## config.mk

```make
export PLATFORM = sky130hd
export DESIGN_NAME = mem_bus_arbiter
export DESIGN_NICKNAME = d
export VERILOG_FILES = /design/src/rtl/cpu_pkg.sv /design/src/rtl/rr_arb2.sv /design/src/rtl/mem_bus_arbiter.sv
export SDC_FILE = /design/constraint.sdc
export NUM_CORES = 1
export LEC_CHECK = 0
export ABC_AREA = 1
export CAP_MARGIN = 20
export CORE_MARGIN = 2
export CORE_UTILIZATION = 45
export DETAILED_ROUTE_END_ITERATION = 10
export MAX_ROUTING_LAYER = met4
export PLACE_DENSITY = 0.85
export SLEW_MARGIN = 20
export SYNTH_ARGS = -nofsm -noshare
export SYNTH_HDL_FRONTEND = slang
export SYNTH_SLANG_ARGS = --single-unit
export TNS_END_PERCENT = 100
```

## constraint.sdc

```tcl
create_clock -name clk -period 3.05 [get_ports clk]
set_input_delay 0.61 -clock clk [delete_from_list [all_inputs] [get_ports clk]]
set_output_delay 0.61 -clock clk [all_outputs]
set_load 0.03 [all_outputs]
```

## src/rtl/cpu_pkg.sv

```systemverilog
// Shared definitions for the RAM arbiter: state encoding, port identifiers
// and default bus widths.
package cpu_pkg;

  typedef enum logic [1:0] {
    ST_IDLE   = 2'd0,
    ST_ACCESS = 2'd1,
    ST_DONE   = 2'd2
  } arb_state_t;

  localparam logic CPU_PORT = 1'b0;
  localparam logic LDR_PORT = 1'b1;

  localparam int DEF_AW = 8;
  localparam int DEF_DW = 8;
  localparam int CNT_W  = 4;

endpackage

```

## src/rtl/rr_arb2.sv

```systemverilog
// Two-way round-robin arbiter: a lone requester wins outright, and a tie goes
// to the port that did not win last time.
module rr_arb2
  import cpu_pkg::*;
(
  input  logic req0,
  input  logic req1,
  input  logic last_gnt,
  output logic grant,
  output logic valid
);

  always_comb begin
    valid = req0 | req1;
    grant = CPU_PORT;
    if (req0 && req1) begin
      grant = ~last_gnt;
    end else if (req1) begin
      grant = LDR_PORT;
    end
  end

endmodule

```

## src/rtl/mem_bus_arbiter.sv

```systemverilog
// Shares one RAM port between the CPU controller (port 0) and the loader/DMA
// (port 1). One access in flight, fixed-length strobe window, one-cycle ack.
module mem_bus_arbiter
  import cpu_pkg::*;
#(
  parameter int AW       = DEF_AW,
  parameter int DW       = DEF_DW,
  parameter int WAIT_CYC = 2
) (
  input  logic          clk,
  input  logic          rst,
  input  logic          req0,
  input  logic          we0,
  input  logic [AW-1:0] addr0,
  input  logic [DW-1:0] wdata0,
  output logic          ack0,
  output logic [DW-1:0] rdata0,
  input  logic          req1,
  input  logic          we1,
  input  logic [AW-1:0] addr1,
  input  logic [DW-1:0] wdata1,
  output logic          ack1,
  output logic [DW-1:0] rdata1,
  output logic          mem_ena,
  output logic          mem_read,
  output logic          mem_write,
  output logic [AW-1:0] mem_addr,
  output logic [DW-1:0] mem_wdata,
  input  logic [DW-1:0] mem_rdata,
  output logic          gnt_id,
  output logic          busy,
  output logic [1:0]    dbg_state
);

  // Handshake: a requester raises reqN with weN/addrN/wdataN stable and keeps
  // them until ackN. Fields are sampled only on the grant edge; ackN is a single
  // cycle pulse, and reqN still high in the cycle after ackN is a new request.

  localparam logic [CNT_W-1:0] CNT_INIT = CNT_W'(WAIT_CYC - 1);

  arb_state_t       state, state_nxt;
  logic [CNT_W-1:0] cnt;
  logic             last_gnt;
  logic             gnt_q;
  logic             we_q;
  logic [AW-1:0]    addr_q;
  logic [DW-1:0]    wdata_q;
  logic             arb_grant;
  logic             arb_valid;

  rr_arb2 u_arb (
    .req0     (req0),
    .req1     (req1),
    .last_gnt (last_gnt),
    .grant    (arb_grant),
    .valid    (arb_valid)
  );

  always_ff @(posedge clk or posedge rst) begin
    if (rst) begin
      state <= ST_IDLE;
    end else begin
      state <= state_nxt;
    end
  end

  always_comb begin
    state_nxt = state;
    case (state)
      ST_IDLE:   if (arb_valid) state_nxt = ST_ACCESS;
      ST_ACCESS: if (cnt == '0) state_nxt = ST_DONE;
      ST_DONE:   state_nxt = ST_IDLE;
      default:   state_nxt = ST_IDLE;
    endcase
  end

  // last_gnt resets to the loader so the CPU wins the first tie.
  always_ff @(posedge clk or posedge rst) begin
    if (rst) begin
      cnt      <= '0;
      last_gnt <= LDR_PORT;
      gnt_q    <= CPU_PORT;
      we_q     <= 1'b0;
      addr_q   <= '0;
      wdata_q  <= '0;
      rdata0   <= '0;
      rdata1   <= '0;
    end else begin
      case (state)
        ST_IDLE: begin
          if (arb_valid) begin
            gnt_q   <= arb_grant;
            we_q    <= arb_grant ? we1 : we0;
            addr_q  <= arb_grant ? addr1 : addr0;
            wdata_q <= arb_grant ? wdata1 : wdata0;
            cnt     <= CNT_INIT;
          end
        end
        ST_ACCESS: begin
          if (cnt == '0) begin
            if (!we_q) begin
              if (gnt_q) rdata1 <= mem_rdata;
              else       rdata0 <= mem_rdata;
            end
          end else begin
            cnt <= cnt - 1'b1;
          end
        end
        ST_DONE: last_gnt <= gnt_q;
        default: ;
      endcase
    end
  end

  // Strobes decode straight from the state flop so reset drops them at once.
  assign mem_ena   = (state == ST_ACCESS);
  assign mem_read  = mem_ena & ~we_q;
  assign mem_write = mem_ena & we_q;
  assign mem_addr  = mem_ena ? addr_q : '0;
  assign mem_wdata = mem_ena ? wdata_q : '0;
  assign ack0      = (state == ST_DONE) & ~gnt_q;
  assign ack1      = (state == ST_DONE) & gnt_q;
  assign busy      = (state != ST_IDLE);
  assign gnt_id    = gnt_q;
  assign dbg_state = state;

endmodule

```

### Word level (Yosys, flattened, before mapping)

Index checks and enable logic that the tools add are counted.
W data, S select, Z words.

* output and inout bits: 41
* register bits: 41
* input port bits: 46
* word-level logic and storage cells: 46

* add/sub/neg operators: 1
* reduce and logical (&&, ||, !) cells: 10
* eq/ne operators: 5
* bitwise operators: 8
* muxes and demuxes: 13

Operator list (number)
* $mux W8: 4
* $mux W4: 2
* $pmux W4 S2: 1
* $reduce_and A4 Y1: 2
* $and A1 B1 Y1: 4
* $logic_not A4 Y1: 1
* $mux W2: 2
* $ne A2 B2 Y1 const B: 2
* $pmux W2 S2: 1
* $reduce_and A2 Y1: 2
* $reduce_bool A2 Y1: 2
* $sub A4 B1 Y4 const B: 1
* $mux W1: 3
* $not A1 Y1: 3
* $reduce_and A3 Y1: 1
* $eq A2 B1 Y1 const B: 1
* $eq A2 B2 Y1 const B: 1
* $logic_not A2 Y1: 1
* $ne A2 B1 Y1 const B: 1
* $logic_and A1 B1 Y1: 1
* $or A1 B1 Y1: 1

### Logic depth before layout (Yosys ltp)

* depth in word-level cells: 3
* mapped depth: 7
* depth with buffers taken out: 7

### By module

From an unflattened synthesis, not the netlist that was laid out.

* cell total of the unflattened synthesis: 243
* area, all modules: 2052.0 µm²

By module, submodules not included
* mem_bus_arbiter: area an instance 2037.0 µm², times used 1, cells each 240, seq. area each 1027.2 µm²
* rr_arb2: area an instance 15.0 µm², times used 1, cells each 3, seq. area each 0.0 µm²

### Worst setup path before layout

No wires, ideal clock.

* path type: reg2out
* start point: register state[0] (netlist: dbg_state[0])
* end point: output mem_addr[5]
* path buffers: 1
* slack: 0.867 ns
* arrival time: 1.573 ns
* required time: 2.440 ns
* cell stages (with the launch flop): 6
* cells stage by stage: dfrtp_1 > inv_2 > nor2_4 > inv_1 > clkbuf_1 > nor2_1

* longest elaborated chain between the ends: 2

RTL lines
* from (decl): line mem_bus_arbiter.sv:41 `arb_state_t state, state_nxt;`
* from (signal assigned): line mem_bus_arbiter.sv:63 `state <= state_nxt;`
* $eq A2 B1 Y1: line mem_bus_arbiter.sv:116 `assign mem_ena = (state == ST_ACCESS);`
* net mem_ena: line mem_bus_arbiter.sv:24 `output logic mem_ena,`
* $mux W8: line mem_bus_arbiter.sv:119 `assign mem_addr = mem_ena ? addr_q : '0;`
* to (decl): line mem_bus_arbiter.sv:27 `output logic [AW-1:0] mem_addr,`

The timed path passes the listed nets, and every way through them passes these cells.

### Worst setup path after layout

* start point: register state[1] (netlist: dbg_state[1])
* end point: output mem_write

* longest elaborated chain between the ends: 2

RTL lines
* $eq A2 B1 Y1: line mem_bus_arbiter.sv:116
* $and A1 B1 Y1: line mem_bus_arbiter.sv:118 `assign mem_write = mem_ena & we_q;`
* to (decl): line mem_bus_arbiter.sv:26 `output logic mem_write,`

No other way between the ends.

==> run_results.csv <==
group,metric,value,unit
global_routing,grt_pass1_wl,8220,µm
power_and_ir_drop,internal_power,0.00176,W
finish,syn2layout_area_growth,49.3,%
placed_design,place.gp.congestion,0.866,
placed_design,dp_hpwl,3700,µm
power_and_ir_drop,p_per_area,1150,mW/mm²
sta,fin_crit,2.75,ns
global_routing,use_met1,26.2,%
sta,min_period_over_period,90.1,%
route,vias_per_cell,4.88,
route,ant_nets,0,
clocking,clk_pin_slew,0.07,ns
power_and_ir_drop,clockPowerShare,9.4,%
synth,synth_fa_ha_area_share,1.27,%
synth,synth_top_family_by_area,"simple AND/OR/NAND/NOR gates",
sta,setup_ws,0.303,ns
clocking,cts_tree,"done",
worst_setup_path,end_kind,"primary output",
global_routing,antenna_found_initial,0,
power_and_ir_drop,swShare,47.9,%
synth,synthSimpleGateAreaFrac,28.5,%
synth,syn_inst,251,
sta,tns,0,ns
synth,yosys-top-cells-area,"dfrtp_1 51%, nand2_1 14%, nor2_1 8.5%",
synth,yosys_most_used_dff,"dfrtp_1",
synth,ys_ff_latch,41,
synth,synth_edf_count,0,
synth,synth_compound_area_share,10.6,%
worst_setup_path,critical-path-top-delay-family,"buffers and inverters",
finish,drive_above_1_share,6.78,%
clocking,cts_root_buffer,"clkbuf_8",
power_and_ir_drop,sequentialPowerShare,28.9,%
floorplan,die_h,70.3,µm
worst_setup_path,critPathRequiredTime,2.44,ns
run,drv_cap,0,
sta,finalClockSkew,0.00533,ns
clocking,insertion_delay,0.29,ns
worst_setup_path,crit_fanout,20,
sta,worstMarginPinSlew,0.644,ns
synth,ys_warn_count,0,
clocking,cts_hold_buf,0,
route,firstDrtPassIters,5,
global_routing,globalRouteOverflowTotal,0,
clocking,htree_levels,2,
global_routing,grt_use_met2,35.3,%
worst_setup_path,critical_path_class,"flip-flop to primary output",
clocking,cts_sinks,41,
worst_setup_path,cp-start-kind,"flip-flop",
worst_setup_path,path_cells,"nor2_4, inv_1, nor2_1, clkdlybuf4s50_1",
floorplan,pin_count,87,
power_and_ir_drop,share_comb_of_total_power,61.6,%
synth,syn_nets,299,
synth,avgSynthCellArea,7.88,µm²
status,status,"finished, final reports clean",
worst_setup_path,max_stage_delay,0.69,ns
placed_design,portBuffers,86,
synth,ys_async_sr_fraction,100,%
route,drt-wirelength-per-cell,12.6,µm
sta,slew_headroom,57.0,%
route,drc,0,
global_routing,grt_max_degree,29,
sta,maxSlewViolCount,0,
synth,yosys.area.top_type,"dfrtp_1",
finish,n_antenna_cell,0,
floorplan,core,0.00429,mm²
placed_design,dp.cells,385,
power_and_ir_drop,power.leakage,1.38,nW
synth,synth_top_cells_by_count,"74 x nand2_1, 45 x nor2_1, 40 x dfrtp_1, 30 x o21ai_0, 25 x inv_1",
sta,setup_viol,0,
route,drt_wl_total,4940,µm
floorplan,row_count,24,
synth,yosysMostFrequentCell,"nand2_1",
worst_hold_path,hp-class,"flip-flop to flip-flop",
sta,rsz0062_at_grt,"no",
finish,fill_cells,376,
worst_setup_path,slowest_stage,"clkdlybuf4s50_1",
sta,fmax,364,MHz
power_and_ir_drop,p_switching,0.00162,W
synth,synth_xor_area_share,0.443,%
global_routing,grt_pass1_vias,1787,
floorplan,die_area,0.00494,mm²
global_routing,top_usage_layer,"met2",
route,drtIter0Drc,110,
sta,hold_viol,0,
synth,yosysTopAreaCellShare,50.6,%
floorplan,start_util,46.1,%
floorplan,dieWidth,70.3,µm
synth,synth_seq_area_share,51.9,%
synth,synth_mux_area_share,0,%
placed_design,pre_cts_ws,0.605,ns
clocking,cts_buffers,5,
worst_setup_path,cp.arrival,2.14,ns
global_routing,met3_usage,4.76,%
clocking,cts-resized-gates,0,
clocking,post_cts.repair.setup_buffers,0,
finish,nets,388,
finish,layout.cells.non_filler,391,
synth,yosysUniqueCellTypes,21,
global_routing,grt_use_total,21.2,%
power_and_ir_drop,ir_worst_vdd,0.570,mV
worst_setup_path,path_buf_inv,2,
clocking,cts_max_path_buffers,2,
route,via_count,1908,
synth,netlist_area,0.00198,mm²
[stage by stage]
step	total power [W]	hold slack [ns]	cell area (µm²)	util (%)
CTS	0.00341	0.485	2950	68.8
finish	0.00339	0.478	2950	68.8
global route	0.00361	0.508	2950	68.8
global placement	0.00303	0.461	2880	67.0
floorplan	0.00229	0.453	1980	-
detailed placement	0.00308	0.465	2880	67.0
[layout by cell type, fill, tap and decap left out, drive strengths merged]
cell and count:
nand4 1, clkdlybuf4s50 86, nor3 2, dfrtp 40
clkinv 2, inv 27, xor2 1, buf 2
ha 2, dfstp 1, nand2 78, nand3 4
nor2 47, clkbuf 5, o21ai 41
[tightest hold or removal path, delay by kind of cell, from the launching register on]
| family | cells | cell delay [ns] |
|---|---|---|
| simple gates | 2 | 0.10 |
| flops | 1 | 0.34 |
[registers in the layout (all words and copies together) (netlist names)]
| register | count |
|---|---|
| wdata_q | 8 |
| cnt | 4 |
| rdata1 | 8 |
| rdata0 | 8 |
| last_gnt | 1 |
| dbg_state | 2 |
| gnt_id | 1 |
| we_q | 1 |
| addr_q | 8 |
[power groups by stage]
stage / combinational [W] / clock, W / sequential, W
after detailed placement: 0.00210 / 0 / 0.000986
after floorplan: 0.00107 / 0 / 0.00122
after CTS: 0.00210 / 0.000331 / 0.000979
after global routing: 0.00225 / 0.000352 / 0.00101
final: 0.00209 / 0.000319 / 0.000980
after global placement: 0.00205 / 0 / 0.000978
[final timing paths]
path,startpoint,to,slack [ns],cells after the start
min in group asynchronous,rst,wdata_q[7]$_DFFE_PP0P_,0.59,2
max in group asynchronous,rst,last_gnt$_DFFE_PP1N_,1.75,3
min,rdata1[3]$_DFFE_PP0P_,rdata1[3]$_DFFE_PP0P_,0.48,2
min reg2reg,rdata1[3]$_DFFE_PP0P_,rdata1[3]$_DFFE_PP0P_,0.48,2
max reg2reg,last_gnt$_DFFE_PP1N_,addr_q[4]$_DFFE_PP0P_,1.51,5
max,dbg_state[1]$_DFFE_PP0P_,mem_write,0.30,4
[layer usage]
layer  wire length (µm)  part of all wire (%)
met1               2130                    43
met2               2460                    50
met5                  0                     0
met3                279                   5.6
met4                 69                   1.4
[kinds of logic after synthesis]
group | count (synthesis)
flip-flops | 41
AND/OR/NAND/NOR | 132
AO/OA/AOI/OAI | 41
XOR/XNOR | 1
buffers and inverters | 34
adder cells (fa/ha/maj) | 2
[area by class of cell]
cell class	count	area, µm²	area share [%]
inverters	28	105	3.56
clock inverters	1	5.00	0.169
flip-flops and latches	41	1030	34.8
multi-input cells	176	806	27.3
clock buffers	5	68.8	2.33
repair buffers	88	876	29.7
well taps	52	65.1	2.20
Note: power is estimated with default switching activity, not from simulation.
